### src/rtl/sram_arb_pkg.sv
// Shared types for the SRAM read arbiter: requester index, response tag and lock counter.
package sram_arb_pkg;

  localparam int unsigned MAX_REQ = 4;

  typedef logic [1:0] req_idx_t;
  typedef logic [7:0] lock_cnt_t;

  typedef struct packed {
    logic     valid;
    req_idx_t idx;
  } tag_t;

  typedef enum logic {
    StIdleRr,
    StLocked
  } arb_state_e;

  function automatic req_idx_t rr_next(input req_idx_t i, input int unsigned n);
    return req_idx_t'((32'(i) + 32'd1) % n);
  endfunction

endpackage

### src/rtl/sram_read_arbiter_if.sv
// Requester-side bundle of the SRAM read arbiter: requests in, grants and tagged responses out.
interface sram_read_arbiter_if #(
  parameter int unsigned NUM_REQ    = 4,
  parameter int unsigned ADDR_WIDTH = 12,
  parameter int unsigned DATA_WIDTH = 16
);
  logic [NUM_REQ-1:0]            req_valid;
  logic [NUM_REQ*ADDR_WIDTH-1:0] req_addr;
  logic [NUM_REQ-1:0]            req_lock;
  logic [NUM_REQ-1:0]            req_grant;
  logic [NUM_REQ-1:0]            rsp_valid;
  logic [DATA_WIDTH-1:0]         rsp_data;

  modport master (
    output req_valid, req_addr, req_lock,
    input  req_grant, rsp_valid, rsp_data
  );

  modport slave (
    input  req_valid, req_addr, req_lock,
    output req_grant, rsp_valid, rsp_data
  );
endinterface

### src/rtl/sram_read_arbiter_rr_pick.sv
// Combinational round-robin picker: first set request at or above the pointer, wrapping.
module rr_pick
  import sram_arb_pkg::*;
#(
  parameter int unsigned NUM_REQ = 4
) (
  input  logic [NUM_REQ-1:0] req_i,
  input  req_idx_t           ptr_i,
  output logic [NUM_REQ-1:0] gnt_o,
  output req_idx_t           idx_o,
  output logic               any_o
);

  req_idx_t cand;

  always_comb begin
    gnt_o = '0;
    idx_o = '0;
    any_o = 1'b0;
    cand  = '0;
    for (int unsigned k = 0; k < NUM_REQ; k++) begin
      cand = req_idx_t'((32'(ptr_i) + k) % NUM_REQ);
      if (!any_o && req_i[cand]) begin
        any_o       = 1'b1;
        gnt_o[cand] = 1'b1;
        idx_o       = cand;
      end
    end
  end

endmodule

### src/rtl/sram_read_arbiter.sv
// Round-robin read arbiter for one registered-read SRAM port, with bounded lock bursts
// and per-requester response tagging aligned to the SRAM read latency.
module sram_read_arbiter
  import sram_arb_pkg::*;
#(
  parameter int unsigned NUM_REQ      = 4,
  parameter int unsigned ADDR_WIDTH   = 12,
  parameter int unsigned DATA_WIDTH   = 16,
  parameter int unsigned READ_LATENCY = 1,
  parameter int unsigned MAX_LOCK     = 16
) (
  input  logic                  clk,
  input  logic                  reset,
  sram_read_arbiter_if.slave    bus,
  output logic [ADDR_WIDTH-1:0] sram_read_address_o,
  input  logic [DATA_WIDTH-1:0] sram_read_data_i,
  output logic                  busy_o
);

  arb_state_e            state_q, state_d;
  req_idx_t              owner_q, owner_d;
  req_idx_t              ptr_q, ptr_d;
  lock_cnt_t             cnt_q, cnt_d, cnt_inc;
  logic [ADDR_WIDTH-1:0] addr_q, gnt_addr;
  tag_t                  tag_q [READ_LATENCY];

  logic [NUM_REQ-1:0] rr_gnt, gnt, rsp_valid;
  req_idx_t           rr_idx, gnt_idx;
  logic               rr_any, owner_hit, accept, in_flight;

  rr_pick #(
    .NUM_REQ(NUM_REQ)
  ) u_rr_pick (
    .req_i(bus.req_valid),
    .ptr_i(ptr_q),
    .gnt_o(rr_gnt),
    .idx_o(rr_idx),
    .any_o(rr_any)
  );

  assign owner_hit = (state_q == StLocked) && bus.req_valid[owner_q];

  // A live owner pre-empts round-robin; nothing is granted while reset is asserted.
  always_comb begin
    gnt     = '0;
    gnt_idx = rr_idx;
    accept  = 1'b0;
    if (!reset) begin
      if (owner_hit) begin
        gnt[owner_q] = 1'b1;
        gnt_idx      = owner_q;
        accept       = 1'b1;
      end else if (rr_any) begin
        gnt    = rr_gnt;
        accept = 1'b1;
      end
    end
  end

  assign bus.req_grant = gnt;

  always_comb begin
    gnt_addr = addr_q;
    for (int unsigned i = 0; i < NUM_REQ; i++) begin
      if (accept && gnt_idx == req_idx_t'(i)) begin
        gnt_addr = bus.req_addr[i*ADDR_WIDTH +: ADDR_WIDTH];
      end
    end
  end

  assign sram_read_address_o = gnt_addr;

  always_comb begin
    state_d = state_q;
    owner_d = owner_q;
    ptr_d   = ptr_q;
    cnt_d   = cnt_q;
    cnt_inc = (owner_hit ? cnt_q : lock_cnt_t'(0)) + lock_cnt_t'(1);
    if (state_q == StLocked && !bus.req_valid[owner_q]) begin
      state_d = StIdleRr;
      cnt_d   = '0;
    end
    if (accept) begin
      if (!owner_hit) begin
        ptr_d = rr_next(gnt_idx, NUM_REQ);
      end
      if (bus.req_lock[gnt_idx]) begin
        if (cnt_inc >= lock_cnt_t'(MAX_LOCK)) begin
          // Lock budget spent: hand priority to the requester after the owner.
          state_d = StIdleRr;
          cnt_d   = '0;
          ptr_d   = rr_next(gnt_idx, NUM_REQ);
        end else begin
          state_d = StLocked;
          owner_d = gnt_idx;
          cnt_d   = cnt_inc;
        end
      end else begin
        state_d = StIdleRr;
        cnt_d   = '0;
      end
    end
  end

  always_ff @(posedge clk or posedge reset) begin
    if (reset) begin
      state_q <= StIdleRr;
      owner_q <= '0;
      ptr_q   <= '0;
      cnt_q   <= '0;
      addr_q  <= '0;
    end else begin
      state_q <= state_d;
      owner_q <= owner_d;
      ptr_q   <= ptr_d;
      cnt_q   <= cnt_d;
      addr_q  <= gnt_addr;
    end
  end

  always_ff @(posedge clk or posedge reset) begin
    if (reset) begin
      for (int unsigned s = 0; s < READ_LATENCY; s++) begin
        tag_q[s] <= '0;
      end
    end else begin
      tag_q[0] <= '{valid: accept, idx: gnt_idx};
      for (int unsigned s = 1; s < READ_LATENCY; s++) begin
        tag_q[s] <= tag_q[s-1];
      end
    end
  end

  always_comb begin
    rsp_valid = '0;
    for (int unsigned i = 0; i < NUM_REQ; i++) begin
      rsp_valid[i] = tag_q[READ_LATENCY-1].valid && (tag_q[READ_LATENCY-1].idx == req_idx_t'(i));
    end
  end

  always_comb begin
    in_flight = 1'b0;
    for (int unsigned s = 0; s < READ_LATENCY; s++) begin
      in_flight = in_flight | tag_q[s].valid;
    end
  end

  assign bus.rsp_valid = rsp_valid;
  assign bus.rsp_data  = sram_read_data_i;
  assign busy_o        = (|bus.req_valid) | in_flight;

endmodule

### src/flat_wrapper.sv
// flat-port wrapper written by rule: the top's interface ports become plain ports
module sram_read_arbiter_flat import sram_arb_pkg::*;
#(
  parameter int unsigned NUM_REQ      = 4,
  parameter int unsigned ADDR_WIDTH   = 12,
  parameter int unsigned DATA_WIDTH   = 16,
  parameter int unsigned READ_LATENCY = 1,
  parameter int unsigned MAX_LOCK     = 16
)
  (clk, reset, sram_read_address_o, sram_read_data_i, busy_o, bus_req_valid, bus_req_addr, bus_req_lock, bus_req_grant, bus_rsp_valid, bus_rsp_data);
  sram_read_arbiter_if #(.NUM_REQ(NUM_REQ), .ADDR_WIDTH(ADDR_WIDTH), .DATA_WIDTH(DATA_WIDTH)) bus_i ();
  input  logic clk;
  input  logic reset;
  output logic [ADDR_WIDTH-1:0] sram_read_address_o;
  input  logic [DATA_WIDTH-1:0] sram_read_data_i;
  output logic busy_o;
  input wire logic [$bits(bus_i.req_valid)-1:0] bus_req_valid;
  input wire logic [$bits(bus_i.req_addr)-1:0] bus_req_addr;
  input wire logic [$bits(bus_i.req_lock)-1:0] bus_req_lock;
  output wire logic [$bits(bus_i.req_grant)-1:0] bus_req_grant;
  output wire logic [$bits(bus_i.rsp_valid)-1:0] bus_rsp_valid;
  output wire logic [$bits(bus_i.rsp_data)-1:0] bus_rsp_data;
  assign bus_i.req_valid = bus_req_valid;
  assign bus_i.req_addr = bus_req_addr;
  assign bus_i.req_lock = bus_req_lock;
  assign bus_req_grant = bus_i.req_grant;
  assign bus_rsp_valid = bus_i.rsp_valid;
  assign bus_rsp_data = bus_i.rsp_data;
  sram_read_arbiter #(.NUM_REQ(NUM_REQ), .ADDR_WIDTH(ADDR_WIDTH), .DATA_WIDTH(DATA_WIDTH), .READ_LATENCY(READ_LATENCY), .MAX_LOCK(MAX_LOCK)) u_core (.clk(clk), .reset(reset), .bus(bus_i), .sram_read_address_o(sram_read_address_o), .sram_read_data_i(sram_read_data_i), .busy_o(busy_o));
endmodule
### config.mk
export PLATFORM = sky130hd
export DESIGN_NAME = sram_read_arbiter_flat
export DESIGN_NICKNAME = d
export VERILOG_FILES = /design/src/rtl/sram_arb_pkg.sv /design/src/rtl/sram_read_arbiter_if.sv /design/src/rtl/sram_read_arbiter_rr_pick.sv /design/src/rtl/sram_read_arbiter.sv /design/src/flat_wrapper.sv
export SDC_FILE = /design/constraint.sdc
export NUM_CORES = 1
export LEC_CHECK = 0
export CORE_UTILIZATION = 46
export CTS_CLUSTER_DIAMETER = 200
export CTS_CLUSTER_SIZE = 12
export DETAILED_ROUTE_END_ITERATION = 12
export GPL_TIMING_DRIVEN = 0
export PLACE_DENSITY = 0.87
export RECOVER_POWER = 50
export SYNTH_ARGS = -nofsm -noshare
export SYNTH_HDL_FRONTEND = slang
export SYNTH_HIERARCHICAL = 1
export SYNTH_SLANG_ARGS = --single-unit
export TNS_END_PERCENT = 30
### constraint.sdc
create_clock -name clk -period 9.6 [get_ports clk]
set_input_delay 2.88 -clock clk [delete_from_list [all_inputs] [get_ports clk]]
set_output_delay 2.88 -clock clk [all_outputs]
set_load 0.05 [all_outputs]
==> impl_metrics.py, run 1 <==
metrics = {
    "synthesis": {
        "seq_area_frac_synth_pct": 28.18,
        "synth_commonest_cells": "28 x a21oi_1, 28 x dfrtp_1, 23 x o22ai_1",
        "syn_area_sq_um": 2486,
        "ys_seq_elements": 28,
        "syn_nets": 363,
        "synth.avg_cell_area_sq_um": 8.879,
        "synthCells": 280,
        "synth-edff-count": 0,
        "synth.distinct_cells": 54,
        "ys_async_sr_fraction_pct": 100.0,
        "synthTopCellsByArea": "dfrtp_1 28%, o22ai_1 5.8%, buf_4 5.7%, a21oi_1 5.6%, ha_1 4.5%",
        "yosysWarningCount": 6,
        "synth_ff_type": "dfrtp_1",
        "yosys.area.top_type": "dfrtp_1",
        "synth_top_cell_area_share_pct": 28.18,
    },
    "global_route": {
        "antenna_found_initial": 0,
        "grt_pass1_vias": 2403,
        "overflow": 0,
        "grt_max_degree": 30,
        "grt.total_usage_pct": 25.02,
        "grt_pass1_wl_mm": 10.86,
    },
    "layout": {
        "nFillCells": 450,
        "multi_input_area_sq_um": 1529,
        "syn_to_final_growth_pct": 43.68,
        "drive_gt1_share_pct": 19.95,
        "final-seq-area_sq_um": 700.7,
        "fin_nets": 460,
        "n_antenna_cell": 0,
    },
    "worst_setup_path": {
        "arrival_ps": 6600,
        "crit_fanout": 10,
        "cpPeakStageDelay_ps": 540,
        "worstPathCellList": "clkdlybuf4s50_1 -> mux4_2 -> buf_6 -> nor4b_4 -> nor2_1 -> a32o_1 -> mux2i_4 -> inv_1 -> ha_1 -> nand2_1 -> clkbuf_2 -> o22ai_1 -> a21oi_1 -> clkdlybuf4s15_2",
        "crit_slowest_cell": "clkdlybuf4s50_1",
        "required_ps": 6720,
        "cp-start-kind": "input pin",
        "crit_type": "input pin to output port",
        "end_kind": "output port",
    },
    "run": {
        "max_cap_violations": 0,
    },
    "clock_network": {
        "cts_sinks": 28,
        "cts_tree": "done",
        "cts-root-buf": "clkbuf_8",
        "holdBufCountCts": 0,
        "clk_pin_slew_ps": 110,
        "post-cts-setup-buffers": 0,
        "insertion_delay_ps": 290,
        "clk_path_buf_depth": 2,
        "htreeDepth": 1,
        "cts_buffers": 3,
    },
    "floorplan": {
        "die_x_um": 75.52,
        "fp.coreArea_sq_um": 5140,
        "die_y_um": 75.52,
        "ios": 111,
        "die_area_sq_um": 5703,
        "start_util_pct": 48.37,
        "num_rows": 26,
    },
    "routing": {
        "dr.pass1.iters": 4,
        "drcViolationCount": 0,
        "wl_per_cell_um": 15.50,
        "dr_total_vias": 2534,
        "ant_nets": 0,
        "drt_wl_total_mm": 6.911,
        "drtIter0Drc": 146,
        "via_per_inst": 5.682,
    },
    "sta": {
        "fin_ws_ps": 121.5,
        "hold_violations": 0,
        "tns_ps": 0,
        "setup_violations": 0,
        "slew_headroom_pct": 25.42,
        "period_share_pct": 98.73,
        "finalCriticalPeriod_ps": 9478,
        "rsz0062_at_grt": "true",
        "worst_pin_slew_ps": 1117,
        "drv_slew": 0,
        "skew_ps": 12.72,
        "fmax_mhz": 105.5,
    },
    "placed_design": {
        "gp_congestion": 0.8407,
        "portBuffers": 93,
        "place_ws_ps": -906.2,
        "dpl.hpwl_mm": 5.282,
    },
    "hold_path": {
        "hold_class": "flip-flop to flip-flop",
    },
    "run_status": {
        "status": "completed",
    },
}
## timing repair
item	CTS	global route
resized for setup	48	26
setup endpoints to repair	12	12
pin swaps	0	1
hold endpoints to repair	0	0
## area by class of cell
cell class                      instances  share of cell area, %
Buffer                                 32                  6.200
Clock buffer                            3                  1.156
Clock inverter                          1                 0.8406
Inverter                               19                  1.996
Multi-Input combinational cell        200                  42.80
Sequential cell                        28                  19.61
Tap cell                               70                  2.452
Timing Repair Buffer                   93                  24.94
## per-layer routing
| metal | part of all wire [%] | up-vias | track usage [%] |
|---|---|---|---|
| met2 | 52 | 108 | 48.61 |
| li1 | - | 1209 | - |
| met1 | 39 | 1212 | 27.45 |
| met3 | 7.7 | 5 | 5.556 |
| met5 | 0 | - | 0 |
| met4 | 0.88 | 0 | 5.967 |
## cell usage in the layout, fill, tap and decap left out, types with 3 or more instances in the layout
cell type        synthesis  routed
o22ai_1                 23      23
a22oi_1                  8       8
clkbuf_2                 0       5
o21ai_0                  6       5
nand3_1                  9       9
buf_2                    4      13
a21oi_1                 28      28
mux2_2                   3       3
inv_1                   19      19
nor3_1                   4       4
clkdlybuf4s50_1          0      75
buf_4                   19      18
dlygate4sd3_1            0       4
and2_1                   5       5
nand2_1                 15      14
o21ai_1                  3       4
nor3b_1                 12      12
clkbuf_8                 0       3
nand2b_1                 5       5
mux4_2                   3       4
nor2_1                  15      15
dfrtp_1                 28      28
ha_1                     9       8
mux2i_1                  9       8
buf_6                    3       3
nand3b_1                 3       3
nand4_1                  3       3
## worst paths after layout
path,startpoint,end,slack (ps),depth (start not counted)
max in group asynchronous,reset,u_core/in_flight$_DFF_PP0_,5910,2
hold reg to reg,u_core/cnt_q[2]$_DFFE_PP0P_,u_core/cnt_q[2]$_DFFE_PP0P_,510,1
setup reg to reg,u_core/ptr_q[0]$_DFFE_PP0P_,u_core/addr_q[8]$_DFF_PP0_,5710,16
hold / removal,u_core/cnt_q[2]$_DFFE_PP0P_,u_core/cnt_q[2]$_DFFE_PP0P_,510,1
setup / recovery,bus_req_valid[3],sram_read_address_o[6],120,14
min in group asynchronous,reset,u_core/state_q$_DFFE_PP0P_,3000,2
## cell families (layout without fill, tap and decap cells)
family | Yosys count | count (layout) | synth area share, %
AO/OA/AOI/OAI | 89 | 89 | 25.11
multiplexers | 18 | 18 | 10.42
AND/OR/NAND/NOR | 84 | 84 | 19.93
flip-flops | 28 | 28 | 28.18
buffers and inverters | 52 | 148 | 11.83
adder cells (fa/ha/maj) | 9 | 9 | 4.530
## state kept, by name, summed over array words and instances, names as in the netlist
| register | cells |
|---|---|
| u_core/state_q | 1 |
| u_core/ptr_q | 2 |
| u_core/owner_q | 2 |
| u_core/tag_q | 2 |
| u_core/cnt_q | 8 |
| u_core/in_flight | 1 |
| u_core/addr_q | 12 |
## metrics by stage
step | cell area (sq um) | cells | hold slack [ps] | util (%)
2_1_floorplan | 2486 | 280 | 467.4 | -
3_3_place_gp | 3505 | 443 | 484.7 | 68.18
3_5_place_dp | 3505 | 443 | 492.4 | 68.18
4_1_cts | 3596 | 446 | 506.8 | 69.96
5_1_grt | 3572 | 446 | 523.9 | 69.50
6_report | 3572 | 446 | 509.7 | 69.50
## worst max-delay path: cells and delay by family
kind            cells  cell delay (ps)
simple gates        3              580
fa+ha+maj           1              240
compound gates      3              610
mux                 2              770
buf+inv             5             1510
Power of run 1 is not shown: default switching activity piles up to over one toggle a cycle in this logic, so the estimate is an artifact.
==> run 2, diff against run 1 <==
- ABC_CLOCK_PERIOD_IN_PS: unset -> 9600
- CAP_MARGIN: unset -> 25
- SYNTH_HIERARCHICAL: 1 -> unset
==> impl_metrics.py, run 2 <==
metrics = {
    "sta": {
        "tns_ps": 0,
        "rsz0062_at_grt": "true",
        "skew_ps": 4.211,
        "worst_pin_slew_ps": 747.4,
        "fin_ws_ps": 111.7,
        "drv_slew": 0,
        "finalCriticalPeriod_ps": 9488,
        "fmax_mhz": 105.4,
        "setup_violations": 0,
        "hold_violations": 0,
        "slew_headroom_pct": 50.17,
        "period_share_pct": 98.84,
    },
    "floorplan": {
        "die_y_um": 75.83,
        "ios": 111,
        "die_area_sq_um": 5750,
        "num_rows": 26,
        "die_x_um": 75.83,
        "start_util_pct": 48.48,
        "fp.coreArea_sq_um": 5172,
    },
    "synthesis": {
        "ys_seq_elements": 28,
        "synthCells": 281,
        "synth.distinct_cells": 54,
        "synth_top_cell_area_share_pct": 27.94,
        "synth_commonest_cells": "28 x dfrtp_1, 18 x o21ai_0, 16 x buf_4, 16 x clkbuf_1",
        "ys_async_sr_fraction_pct": 100.0,
        "yosysWarningCount": 0,
        "syn_area_sq_um": 2507,
        "syn_nets": 368,
        "synth-edff-count": 0,
        "yosysMostFrequentCell": "dfrtp_1",
        "yosys.area.top_type": "dfrtp_1",
        "synth_ff_type": "dfrtp_1",
        "synthTopCellsByArea": "dfrtp_1 28%, ha_1 6.5%, o221ai_1 4.9%, o22a_1 4.9%, buf_4 4.8%",
        "synth.avg_cell_area_sq_um": 8.923,
        "seq_area_frac_synth_pct": 27.94,
    },
    "power": {
        "ir_drop_v": 0.0003048,
        "power_mw": 1.413,
        "p_leak_nw": 1.461,
        "powerDensity_nw_per_um2": 394.4,
    },
    "hold_path": {
        "hold_class": "flip-flop to flip-flop",
        "min_path_cells": 1,
        "hp-start": "u_core.cnt_q[6]$_DFFE_PP0P_",
        "whs_endpoint": "u_core.cnt_q[6]$_DFFE_PP0P_",
    },
    "placed_design": {
        "dpl.hpwl_mm": 5.657,
        "portBuffers": 92,
        "place_ws_ps": -419.3,
        "gp_congestion": 0.8200,
    },
    "layout": {
        "final_cell_mix": "75 x clkdlybuf4s50_1, 28 x dfrtp_1, 18 x o21ai_0",
        "top_regs": "u_core.addr_q: 12 flops, u_core.cnt_q: 8 flops",
        "fin_nets": 467,
        "regMostFlops": "u_core.addr_q",
        "final_core_util_pct": 69.28,
        "n_antenna_cell": 0,
        "final_common_cell": "clkdlybuf4s50_1",
        "drive_gt1_share_pct": 12.66,
        "syn_to_final_growth_pct": 42.91,
        "largest_register_ffs": 12,
    },
    "global_route": {
        "grt_max_degree": 18,
        "grt.total_usage_pct": 25.57,
        "grt_pass1_wl_mm": 11.34,
        "overflow": 0,
        "grt_pass1_vias": 2473,
        "antenna_found_initial": 0,
    },
    "routing": {
        "drt_wl_total_mm": 7.405,
        "wl_per_cell_um": 16.49,
        "dr.pass1.iters": 5,
        "drcViolationCount": 0,
        "ant_nets": 0,
        "via_per_inst": 5.978,
        "dr_total_vias": 2684,
        "drtIter0Drc": 202,
    },
    "clock_network": {
        "holdBufCountCts": 0,
        "cts_sinks": 28,
        "clk_path_buf_depth": 2,
        "cts_tree": "done",
        "cts-root-buf": "clkbuf_8",
        "clk_pin_slew_ps": 100,
        "cts_buffers": 3,
        "insertion_delay_ps": 270,
        "htreeDepth": 1,
    },
    "worst_setup_path": {
        "crit_type": "input pin to output port",
        "worstPathCellList": "clkdlybuf4s50_1 -> mux4_2 -> nand2b_4 -> a211o_1 -> a31oi_4 -> ha_1 -> clkbuf_1 -> clkbuf_2 -> o221ai_1 -> o21ai_1 -> o21a_1 -> clkdlybuf4s15_1",
        "end_kind": "output port",
        "r2r_end": "u_core.addr_q[3]$_DFF_PP0_",
        "cp-start-kind": "input pin",
        "cpPeakStageDelay_ps": 520,
        "r2r_setup_slack_ps": 5750,
        "crit_slowest_cell": "clkdlybuf4s50_1",
        "rr_worst_depth": 13,
        "crit_fanout": 10,
        "arrival_ps": 6610,
        "r2r-start": "u_core.ptr_q[1]$_DFFE_PP0P_",
        "required_ps": 6720,
    },
    "run": {
        "max_cap_violations": 0,
    },
    "run_status": {
        "status": "completed",
    },
}
-- run 2: through the flow --
| step | hold WS, ps | cells | instance area (sq um) |
|---|---|---|---|
| after detailed placement | 504.0 | 444 | 3543 |
| after global routing | 552.4 | 449 | 3583 |
| after CTS | 527.6 | 448 | 3605 |
| after global placement | 496.8 | 443 | 3516 |
| final | 530.5 | 449 | 3583 |
| after floorplan | 468.9 | 281 | 2507 |
-- run 2: area by class of cell --
type                    instances  area, sq um
multi-input cells             208         1569
plain buffers                  36        207.7
repair buffers                 94        912.1
inverters                       9        35.03
flip-flops and latches         28        700.7
fillers                       388         1589
clock buffers                   3        41.29
well taps                      70        87.58
clock inverters                 1        30.03
-- run 2: power by group --
part | internal (mW) | total, mW | leakage (nW) | switching (mW)
registers | 0.166 | 0.205 | 0.346 | 0.0382
logic | 0.401 | 1.12 | 1.08 | 0.715
clock network | 0.0558 | 0.0934 | 0.0357 | 0.0376
total | 0.623 | 1.41 | 1.46 | 0.790
-- run 2: per-layer routing --
metal  part of all wire [%]  track usage (%)  routed length, um
met4                    2.5            9.671                187
met3                    6.0            3.571                444
met1                     41            33.17               3033
met2                     50            43.17               3739
met5                      0                0                  0
-- run 2: kinds of logic after synthesis --
group,Yosys count,share of synthesized area [%]
compound gates,116,33.83
xor+xnor,2,0.6987
fa+ha+maj,13,6.487
buf+inv,45,9.531
flops,28,27.94
mux,14,7.435
simple gates,63,14.07
-- run 2: worst max-delay path, delay by kind of cell --
kind                     cells  cell delay [ps]
multiplexers                 1              520
AND/OR/NAND/NOR              1              160
AO/OA/AOI/OAI                5             1080
buffers and inverters        4             1670
adder cells (fa/ha/maj)      1              290
-- run 2: worst max-delay path by stage --
stage                     start                endpoint  slack, ps
2_1_floorplan  bus_req_valid[2]  sram_read_address_o[1]       1010
3_3_place_gp              reset  sram_read_address_o[1]       -670
3_5_place_dp   bus_req_valid[1]  sram_read_address_o[3]       -420
4_1_cts        bus_req_valid[1]  sram_read_address_o[0]         50
5_1_grt        bus_req_valid[0]  sram_read_address_o[7]       -150
6_report       bus_req_valid[1]  sram_read_address_o[7]        110
-- run 2: what timing repair did --
item | CTS | global route
setup buffers | 0 | 1
setup endpoints to repair | 12 | 12
gates resized for setup | 13 | 23
(Power assumes the default switching activity.)
